<file path="config.mk">
export PLATFORM = sky130hd
export DESIGN_NAME = ifetch32
export DESIGN_NICKNAME = d
export VERILOG_FILES = /design/src/rtl/cpu_pkg.sv /design/src/rtl/pfbuf32.sv /design/src/rtl/ifetch32.sv
export SDC_FILE = /design/constraint.sdc
export NUM_CORES = 1
export LEC_CHECK = 0
export CAP_MARGIN = 25
export CORE_ASPECT_RATIO = 1.5
export CORE_MARGIN = 4
export CORE_UTILIZATION = 51
export CTS_CLUSTER_DIAMETER = 40
export DETAILED_ROUTE_END_ITERATION = 7
export PLACE_DENSITY_LB_ADDON = 0.15
export SLEW_MARGIN = 20
export SYNTH_ARGS = -nofsm -noshare
export SYNTH_HDL_FRONTEND = slang
export SYNTH_HIERARCHICAL = 1
export SYNTH_SLANG_ARGS = --single-unit
</file>
<file path="constraint.sdc">
create_clock -name clk -period 6.9 [get_ports clk]
set_input_delay 1.035 -clock clk [delete_from_list [all_inputs] [get_ports clk]]
set_output_delay 1.035 -clock clk [all_outputs]
set_load 0.02 [all_outputs]
</file>
<file path="src/rtl/cpu_pkg.sv">
// Shared fetch-path types and constants for the ifetch32 instruction fetch unit.
package cpu_pkg;

    localparam int unsigned XLEN = 32;

    localparam logic [XLEN-1:0] PC_STEP           = 32'd4;
    localparam logic [XLEN-1:0] PC_READ_OFS       = 32'd8;
    localparam logic [XLEN-1:0] LINK_OFS          = 32'd4;
    localparam logic [XLEN-1:0] NOP_INSTR_DEFAULT = 32'hE1A0_0000;

    typedef enum logic [1:0] {
        REQ  = 2'd0,
        HOLD = 2'd1,
        DROP = 2'd2
    } fetch_state_t;

    typedef struct packed {
        logic [XLEN-1:0] word;
        logic [XLEN-1:0] addr;
    } fetch_entry_t;

endpackage

</file>
<file path="src/rtl/pfbuf32.sv">
// One-entry prefetch buffer holding a fetched word and its address.
module pfbuf32
    import cpu_pkg::*;
(
    input  logic         clk,
    input  logic         reset,
    input  logic         push,
    input  fetch_entry_t push_entry,
    input  logic         pop,
    input  logic         flush,
    output fetch_entry_t head,
    output logic         full
);

    // Flush beats push; a push alongside a pop replaces the entry.
    always_ff @(posedge clk or posedge reset) begin
        if (reset) begin
            full <= 1'b0;
            head <= '0;
        end else if (flush) begin
            full <= 1'b0;
        end else if (push) begin
            full <= 1'b1;
            head <= push_entry;
        end else if (pop) begin
            full <= 1'b0;
        end
    end

endmodule

</file>
<file path="src/rtl/ifetch32.sv">
// Instruction fetch / PC sequencer with a one-entry prefetch buffer and branch redirect.
// Optional macro IFETCH32_BL_LINK_EN enables the r14 link write strobe for branch-with-link.
module ifetch32
    import cpu_pkg::*;
#(
    parameter logic [31:0] RESET_PC  = 32'h0000_0000,
    parameter logic [31:0] NOP_INSTR = NOP_INSTR_DEFAULT
) (
    input  logic        clk,
    input  logic        reset,
    output logic        imem_req,
    output logic [31:0] imem_addr,
    input  logic        imem_ack,
    input  logic [31:0] imem_rdata,
    output logic [31:0] instr_out,
    output logic        instr_valid,
    input  logic        instr_ready,
    output logic [31:0] pc_out,
    input  logic        ib,
    input  logic [31:0] bv,
    input  logic        bl,
    output logic        link_we,
    output logic [31:0] link_data
);

    fetch_state_t state_q, state_d;
    logic [31:0]  fetch_pc_q, fetch_pc_d;
    logic [31:0]  issue_addr_q, issue_addr_d;
    logic [31:0]  instr_d, addr_d;
    logic         valid_d, req_d;

    logic         ack, fire, branch, issue_take, word_in;
    logic [31:0]  target;
    fetch_entry_t ack_entry, buf_head;
    logic         buf_full, buf_push, buf_pop, buf_flush, buf_next;

    assign ack        = imem_req & imem_ack;
    assign fire       = instr_valid & instr_ready;
    assign branch     = fire & ib;
    assign issue_take = ~instr_valid | fire;
    assign word_in    = ack & (state_q == REQ);
    assign target     = issue_addr_q + PC_READ_OFS + bv;
    assign ack_entry  = '{word: imem_rdata, addr: imem_addr};

    pfbuf32 u_pfbuf (
        .clk        (clk),
        .reset      (reset),
        .push       (buf_push),
        .push_entry (ack_entry),
        .pop        (buf_pop),
        .flush      (buf_flush),
        .head       (buf_head),
        .full       (buf_full)
    );

    // Next-state, issue/buffer steering and request generation.
    always_comb begin
        state_d      = state_q;
        fetch_pc_d   = fetch_pc_q;
        issue_addr_d = issue_addr_q;
        instr_d      = instr_out;
        valid_d      = instr_valid;
        req_d        = imem_req;
        addr_d       = imem_addr;
        buf_push     = 1'b0;
        buf_pop      = 1'b0;
        buf_flush    = 1'b0;
        buf_next     = buf_full;

        if (branch) begin
            buf_flush  = 1'b1;
            valid_d    = 1'b0;
            instr_d    = NOP_INSTR;
            fetch_pc_d = target;
            // An unacknowledged request must complete at its original address.
            if (imem_req & ~imem_ack) begin
                state_d = DROP;
            end else begin
                state_d = REQ;
                req_d   = 1'b1;
                addr_d  = target;
            end
        end else begin
            if (issue_take) begin
                if (buf_full) begin
                    valid_d      = 1'b1;
                    instr_d      = buf_head.word;
                    issue_addr_d = buf_head.addr;
                    buf_pop      = 1'b1;
                    buf_push     = word_in;
                end else if (word_in) begin
                    valid_d      = 1'b1;
                    instr_d      = imem_rdata;
                    issue_addr_d = imem_addr;
                end else begin
                    valid_d      = 1'b0;
                end
            end else begin
                buf_push = word_in;
            end
            buf_next = (buf_full & ~buf_pop) | buf_push;

            case (state_q)
                REQ: begin
                    req_d = 1'b1;
                    if (word_in) begin
                        fetch_pc_d = fetch_pc_q + PC_STEP;
                        if (valid_d & buf_next) begin
                            state_d = HOLD;
                            req_d   = 1'b0;
                        end else begin
                            addr_d = fetch_pc_q + PC_STEP;
                        end
                    end
                end
                HOLD: begin
                    if (~(valid_d & buf_next)) begin
                        state_d = REQ;
                        req_d   = 1'b1;
                        addr_d  = fetch_pc_q;
                    end
                end
                DROP: begin
                    if (ack) begin
                        state_d = REQ;
                        req_d   = 1'b1;
                        addr_d  = fetch_pc_q;
                    end
                end
                default: begin
                    state_d = REQ;
                    req_d   = 1'b0;
                    addr_d  = fetch_pc_q;
                end
            endcase
        end
    end

    always_ff @(posedge clk or posedge reset) begin
        if (reset) begin
            state_q      <= REQ;
            fetch_pc_q   <= RESET_PC;
            issue_addr_q <= RESET_PC;
            instr_out    <= NOP_INSTR;
            instr_valid  <= 1'b0;
            pc_out       <= RESET_PC + PC_READ_OFS;
            imem_req     <= 1'b0;
            imem_addr    <= RESET_PC;
        end else begin
            state_q      <= state_d;
            fetch_pc_q   <= fetch_pc_d;
            issue_addr_q <= issue_addr_d;
            instr_out    <= instr_d;
            instr_valid  <= valid_d;
            pc_out       <= issue_addr_d + PC_READ_OFS;
            imem_req     <= req_d;
            imem_addr    <= addr_d;
        end
    end

`ifdef IFETCH32_BL_LINK_EN
    // Link strobe lasts exactly one cycle after a taken branch-with-link.
    always_ff @(posedge clk or posedge reset) begin
        if (reset) begin
            link_we   <= 1'b0;
            link_data <= '0;
        end else begin
            link_we <= branch & bl;
            if (branch & bl) begin
                link_data <= issue_addr_q + LINK_OFS;
            end
        end
    end
`else
    logic unused_bl;
    assign unused_bl = bl;
    assign link_we   = 1'b0;
    assign link_data = '0;
`endif

endmodule

</file>
==> results by group <==
Timing
  – Slew Viols, Final: 0
  – Fin. Hold Viols: 0
  – Slew headroom: approximately 27%
  – Pin slew with the least headroom to its limit: ~1.1 ns
  – Fin crit period: between 4 and 5 ns
  – Tcrit/Tclk final: between 60% and 70%
  – Worst hold margin: 0.475 ns
  – Total negative setup slack: 0 ns
  – Final Setup Violations: 0
  – RSZ-0062 raised after global routing: no
  – Fmax: around 0.22 GHz
  – Final setup skew: around 0.012 ns

Clocking
  – CTS buffer count: 31
  – Setup bufs post-CTS: 0
  – CTS tree: yes
  – Sinks on the clock net: about 230
  – Cts repair resizes: 0
  – Root buf cell: clkbuf_16
  – CTS Buffer Depth: 3
  – H-tree levels: 1
  – Clock Pin Slew Worst Setup and Hold Paths: around 0.06 ns
  – Post-CTS Hold Fix Bufs: 0
  – Skew-Pair Late Insertion Delay: approximately 0.56 ns

Routing
  – DRC Markers: 0
  – WL/cell: 19.6 µm
  – Total wire length: about 36000 µm
  – Detail Route Antenna Nets: 0
  – 1st-iter DRT viols: between 500 and 600
  – Vias: approximately 11000
  – Vias/cell: about 5.8
  – Drt pass-1 iters: 5

Synthesis
  – Avg Inst Size Synth: 10.2 µm²
  – Yosys cell types: 83
  – Fraction of registers with async set/reset: 100%
  – Sequential area share after synthesis: between 40% and 50%
  – Top cell type by total area after synthesis: dfrtp_1
  – Synth top cells by count: dfrtp_1, nand2_1, nor2_1
  – Post-synthesis register bit count: approximately 230
  – Yosys warning count: 6
  – Area contributors post-synth: dfrtp_1, mux2_4, ha_1
  – Area share of the largest cell type after synthesis: 40.2%
  – Mapped cell area: 0.0136 mm²
  – Top-count cell post-synth: dfrtp_1
  – EDFF count, synth: 0
  – Top FF cell, synth: dfrtp_1
  – Cells after synthesis: about 1300

Finish
  – Final Net Count: approximately 1600
  – Seq. cell area: between 0.005 and 0.006 mm²
  – Final antenna diode count: 0
  – Multi-input logic area: 0.00721 mm²
  – Core Util, Final: 62.2%
  – Area grow syn2layout: 20.6%
  – Layout cells sized above 1: 12.7%
  – FILL cells: about 2300

Critical path
  – CP Launch Type: flop
  – FF-to-FF End: u_pfbuf/head[60]
  – Crit path kind: flop to flop
  – Crit Path Max Fanout: 58
  – Worst reg2reg path startpoint: state_q[0]
  – Crit-path leading delay family: simple AND/OR/NAND/NOR gates
  – Worst path bufs/invs: 3
  – End point of the critical path: u_pfbuf/head[60]
  – Worst r2r path cells: 9
  – Crit path from: state_q[0]
  – Slowest-stage cell, CP: nor2b_4
  – Critical Path End Type: flop
  – CP Depth: 9
  – Worst path max stage delay: a little over 0.9 ns
  – R2R setup slack: approximately 2.4 ns
  – Data arrival, critical path: 4.91 ns
  – CP required: 7.34 ns
  – CP Cell Sequence: inv_1 > ha_1 > buf_8 > and3_4 > o21ai_0 > nor2_1 > nor2b_4 > buf_4 > mux2_4

Floorplan
  – Die Ht: 208 µm
  – Core area: around 0.026 mm²
  – I/O pins: 201
  – Die width: around 140 µm
  – Initial core utilization: between 50% and 60%
  – Num rows: 73
  – Total Die Area: 0.0294 mm²

Run status
  – Status: finished, final reports clean

Min path
  – HP Start: fetch_pc_q[0]
  – Min-delay worst type: flop to flop

Placed design
  – Final Wtd Congestion: 0.872
  – Dpl hpwl: between 20000 and 30000 µm
  – IO buf count: 166

GRT
  – Grt ovf: 0
  – First-pass GRT wire length: a little under 60000 µm
  – Largest net degree at the start of global routing: 70
  – All-layer global routing usage: between 20 and 25%
  – Vias in the first global route: around 11000
  – Initial antenna violation count: 0

Power and ir drop
  – Static leakage: 7.16 nW
  – PwrDens: ~550 mW/mm²
  – Worst vdd ir: between 200 and 300 µV

Job
  – Max-Cap Viols: 0
-- flip-flops by register name (all words and copies together) (netlist names) --
signal        count
pc_out           29
fetch_pc_q       32
issue_addr_q     32
u_pfbuf/head     64
instr_out        32
instr_valid       1
imem_req          1
imem_addr        32
state_q           2
u_pfbuf/full      1
-- placed cells by master, fill, tap and decap left out, types with 13 or more instances in the layout --
cell type        count
clkbuf_16           31
nor2_1              75
o31ai_1             13
nand3_1             31
inv_1               43
nand2_1            131
nand4_1             13
o22ai_1             42
and3_1              17
mux2i_1             43
nor3_1              14
ha_1                67
xnor2_1             61
xor2_1              39
a21oi_1             64
o21ai_0             74
dfrtp_1            218
conb_1              33
a21o_1              37
mux2_4              60
clkdlybuf4s50_1    166
-- layout make-up --
type,instances,area share [%]
multi-input cells,982,43.9
flip-flops and latches,226,34.5
clock inverters,25,2.24
well taps,337,2.57
inverters,45,1.06
repair buffers,181,10.9
clock buffers,32,4.81
-- how the worst min path moves through the flow --
stage                          to  cells past startpoint
CTS                 fetch_pc_q[0]                      2
floorplan           fetch_pc_q[0]                      2
global route        fetch_pc_q[1]                      2
finish              fetch_pc_q[0]                      2
global placement    fetch_pc_q[1]                      2
detailed placement  fetch_pc_q[0]                      2
-- per-stage QoR --
step	power, mW	cells	setup slack, ns	instance area, µm²
after CTS	9.02	1827	2.46	16400
after global routing	9.61	1828	2.22	16400
final	8.99	1828	2.43	16400
after floorplan	5.81	1361	1.53	13700
after global placement	7.08	1769	1.97	15200
after detailed placement	7.19	1770	1.91	15300
-- power by group --
group	internal, mW	switching (mW)
clock network	1.09	0.691
logic	2.09	2.49
registers	2.02	0.608
total	5.20	3.79
-- layer usage --
layer,routed length [µm],global-route usage (%)
met5,0,0
met3,1910,3.45
met2,17600,40.7
met1,15200,31.9
met4,1010,7.78
-- tightest hold or removal path: stages, from the launching register on --
cell and delay (ns):
dfrtp_1 0.32, nand2_1 0.05, nand2_1 0.07
-- kinds of logic (layout without fill, tap and decap cells) --
family | Yosys count | count (layout) | synth area share (%)
adders and majority gates | 69 | 69 | 6.37
muxes | 109 | 109 | 10.3
other | 1 | 33 | 0.0275
xor gates and xnor gates | 100 | 100 | 6.43
AOI/OAI and AO/OA | 327 | 327 | 16.0
DFF | 226 | 226 | 41.6
buffers and inverters | 153 | 283 | 6.54
and+or+nand+nor | 344 | 344 | 12.7
(Power assumes the default switching activity.)
==> patch (same flow settings) <==
The option `IFETCH32_BL_LINK_EN` is turned on by a define.
--- a/src/rtl/ifetch32.sv
+++ b/src/rtl/ifetch32.sv
@@ -1,4 +1,6 @@
 // Instruction fetch / PC sequencer with a one-entry prefetch buffer and branch redirect.
 // Optional macro IFETCH32_BL_LINK_EN enables the r14 link write strobe for branch-with-link.
+`define IFETCH32_BL_LINK_EN
+
 module ifetch32
     import cpu_pkg::*;
Check against the original RTL: not equivalent (a bounded check fails within 4 cycles, from zero or initial values and one cycle with reset high).
==> patch against the original RTL <==
- sequential share of layout area rose by 1.8 points
- design area is 9.0% higher
- non-clock buffer count up 36
- power increased by 5.8%
- sequential cell count up 33
- worst setup slack about the same
- wire length grew 7.5%
- synthesized area up 7.0%
- combinational power is 4% higher
- largest cell class unchanged
==> patch: results (changes against the original RTL) <==
| Metric | Value |
|---|---|
| Status | completed |
| Vias in the first global route | 11600 (+8.4%) |
| Post-synth cell types | 72 (-13%) |
| All-Layer GR Usage | 24.2% (+0.078 points) |
| Final #Nets | 1771 (+10%) |
| Post-Route Skew | 0.0170 ns (+0.00463 ns) |
| Gpl congestion | 0.923 (+5.9%) |
| Total CTS buffers | 34 (+9.7%) |
| Worst Path Max Fanout | 5 (-91%) |
| First-pass GRT wire length | 61.8 mm (+6.7%) |
| Vias per cell | 5.75 (-0.13%) |
| Port-buffer cells | 200 (+20%) |
| LEAKAGE | 7.66 nW (+7.1%) |
| VDD IR-drop max | 0.259 mV (-13%) |
| Largest net degree at the start of global routing | 129 (+84%) |
| Skew-Pair Late Insertion Delay | 0.52 ns (-0.04 ns) |
| Number of fill cells | 2299 (+1.6%) |
| Htree depth | 2 (+1) |
| Layout cells sized above 1 | 10.0% (-2.7 points) |
| Sequential cell area fraction in the yosys report | 44.5% (+3.0 points) |
| Reg2reg setup slack | 2.70 ns (+0.27 ns) |
| Crit path arrival time | 4.86 ns (-0.05 ns) |
| DR iter-0 viols | 793 (+42%) |
| HPWL after DPL | 28.2 mm (+11%) |
| Synth cell count leaders | dfrtp_1 (252), nand2_1 (186), o21ai_0 (120) |
patch: changes by cell type after synthesis, moves of 33 or more:
cell     unedited run  this run
nand2_1           131       186
dfrtp_1           219       252
buf_4              40         5
o22ai_1            42         7
o21ai_0            74       120
patch: stage by stage:
stage / worst slack (ns) / cells / hold slack [ns] / area (sq um)
floorplan: 0.593 / 1456 / 0.436 / 14600
global placement: 2.04 / 1939 / 0.453 / 16700
detailed placement: 1.94 / 1939 / 0.456 / 16700
CTS: 2.33 / 1997 / 0.468 / 17900
global route: 2.22 / 2000 / 0.482 / 17900
finish: 2.43 / 2000 / 0.464 / 17900
patch: worst paths after layout:
check	start	to	cells after the start
max reg2reg	state_q[0]	pc_out[31]	15
min in group asynchronous	reset	instr_out[17]	2
min reg2reg	fetch_pc_q[0]	fetch_pc_q[0]	2
min	fetch_pc_q[0]	fetch_pc_q[0]	2
max in group asynchronous	reset	imem_addr[26]	3
max	bv[5]	imem_addr[30]	12
patch: layer usage:
layer  vias up  track usage [%]  routed length [um]
li1       5487                -                   -
met1      5550             30.6               16100
met2       372             41.7               19000
met3        89             3.71                1950
met4         0             9.60                1430
met5         -                0                   0
patch: layout make-up:
class	count	area [sq um]	share of cell area (%)
clock buffer	45	963	5.38
multi-input combinational	1086	7560	42.2
inverter	34	135	0.754
clock inverter	13	164	0.915
timing repair buffer	217	2170	12.1
sequential	259	6490	36.3
tap	346	433	2.42
patch: kinds of logic after synthesis:
| group | share of synthesized area, % |
|---|---|
| DFF | 44.5 |
| and+or+nand+nor | 14.1 |
| buffers and inverters | 3.85 |
| muxes | 9.70 |
| xor gates and xnor gates | 8.00 |
| adders and majority gates | 6.05 |
| AOI/OAI and AO/OA | 13.7 |
patch: where the power goes:
group	internal [mW]	switching (mW)	leakage (nW)
Sequential	2.28	0.706	3.12
Clock	1.10	0.664	0.549
Combinational	2.18	2.58	3.99
patch: critical path: stages:
cell and delay [ns]:
clkdlybuf4s50_1 0.42, ha_1 0.30, ha_1 0.36, a21oi_1 0.24, nand2_1 0.09, o21ai_0 0.48, a2111oi_0 0.24, or4_1 0.66
a21o_1 0.24, a311oi_1 0.37, mux2i_1 0.31, o21ai_1 0.11
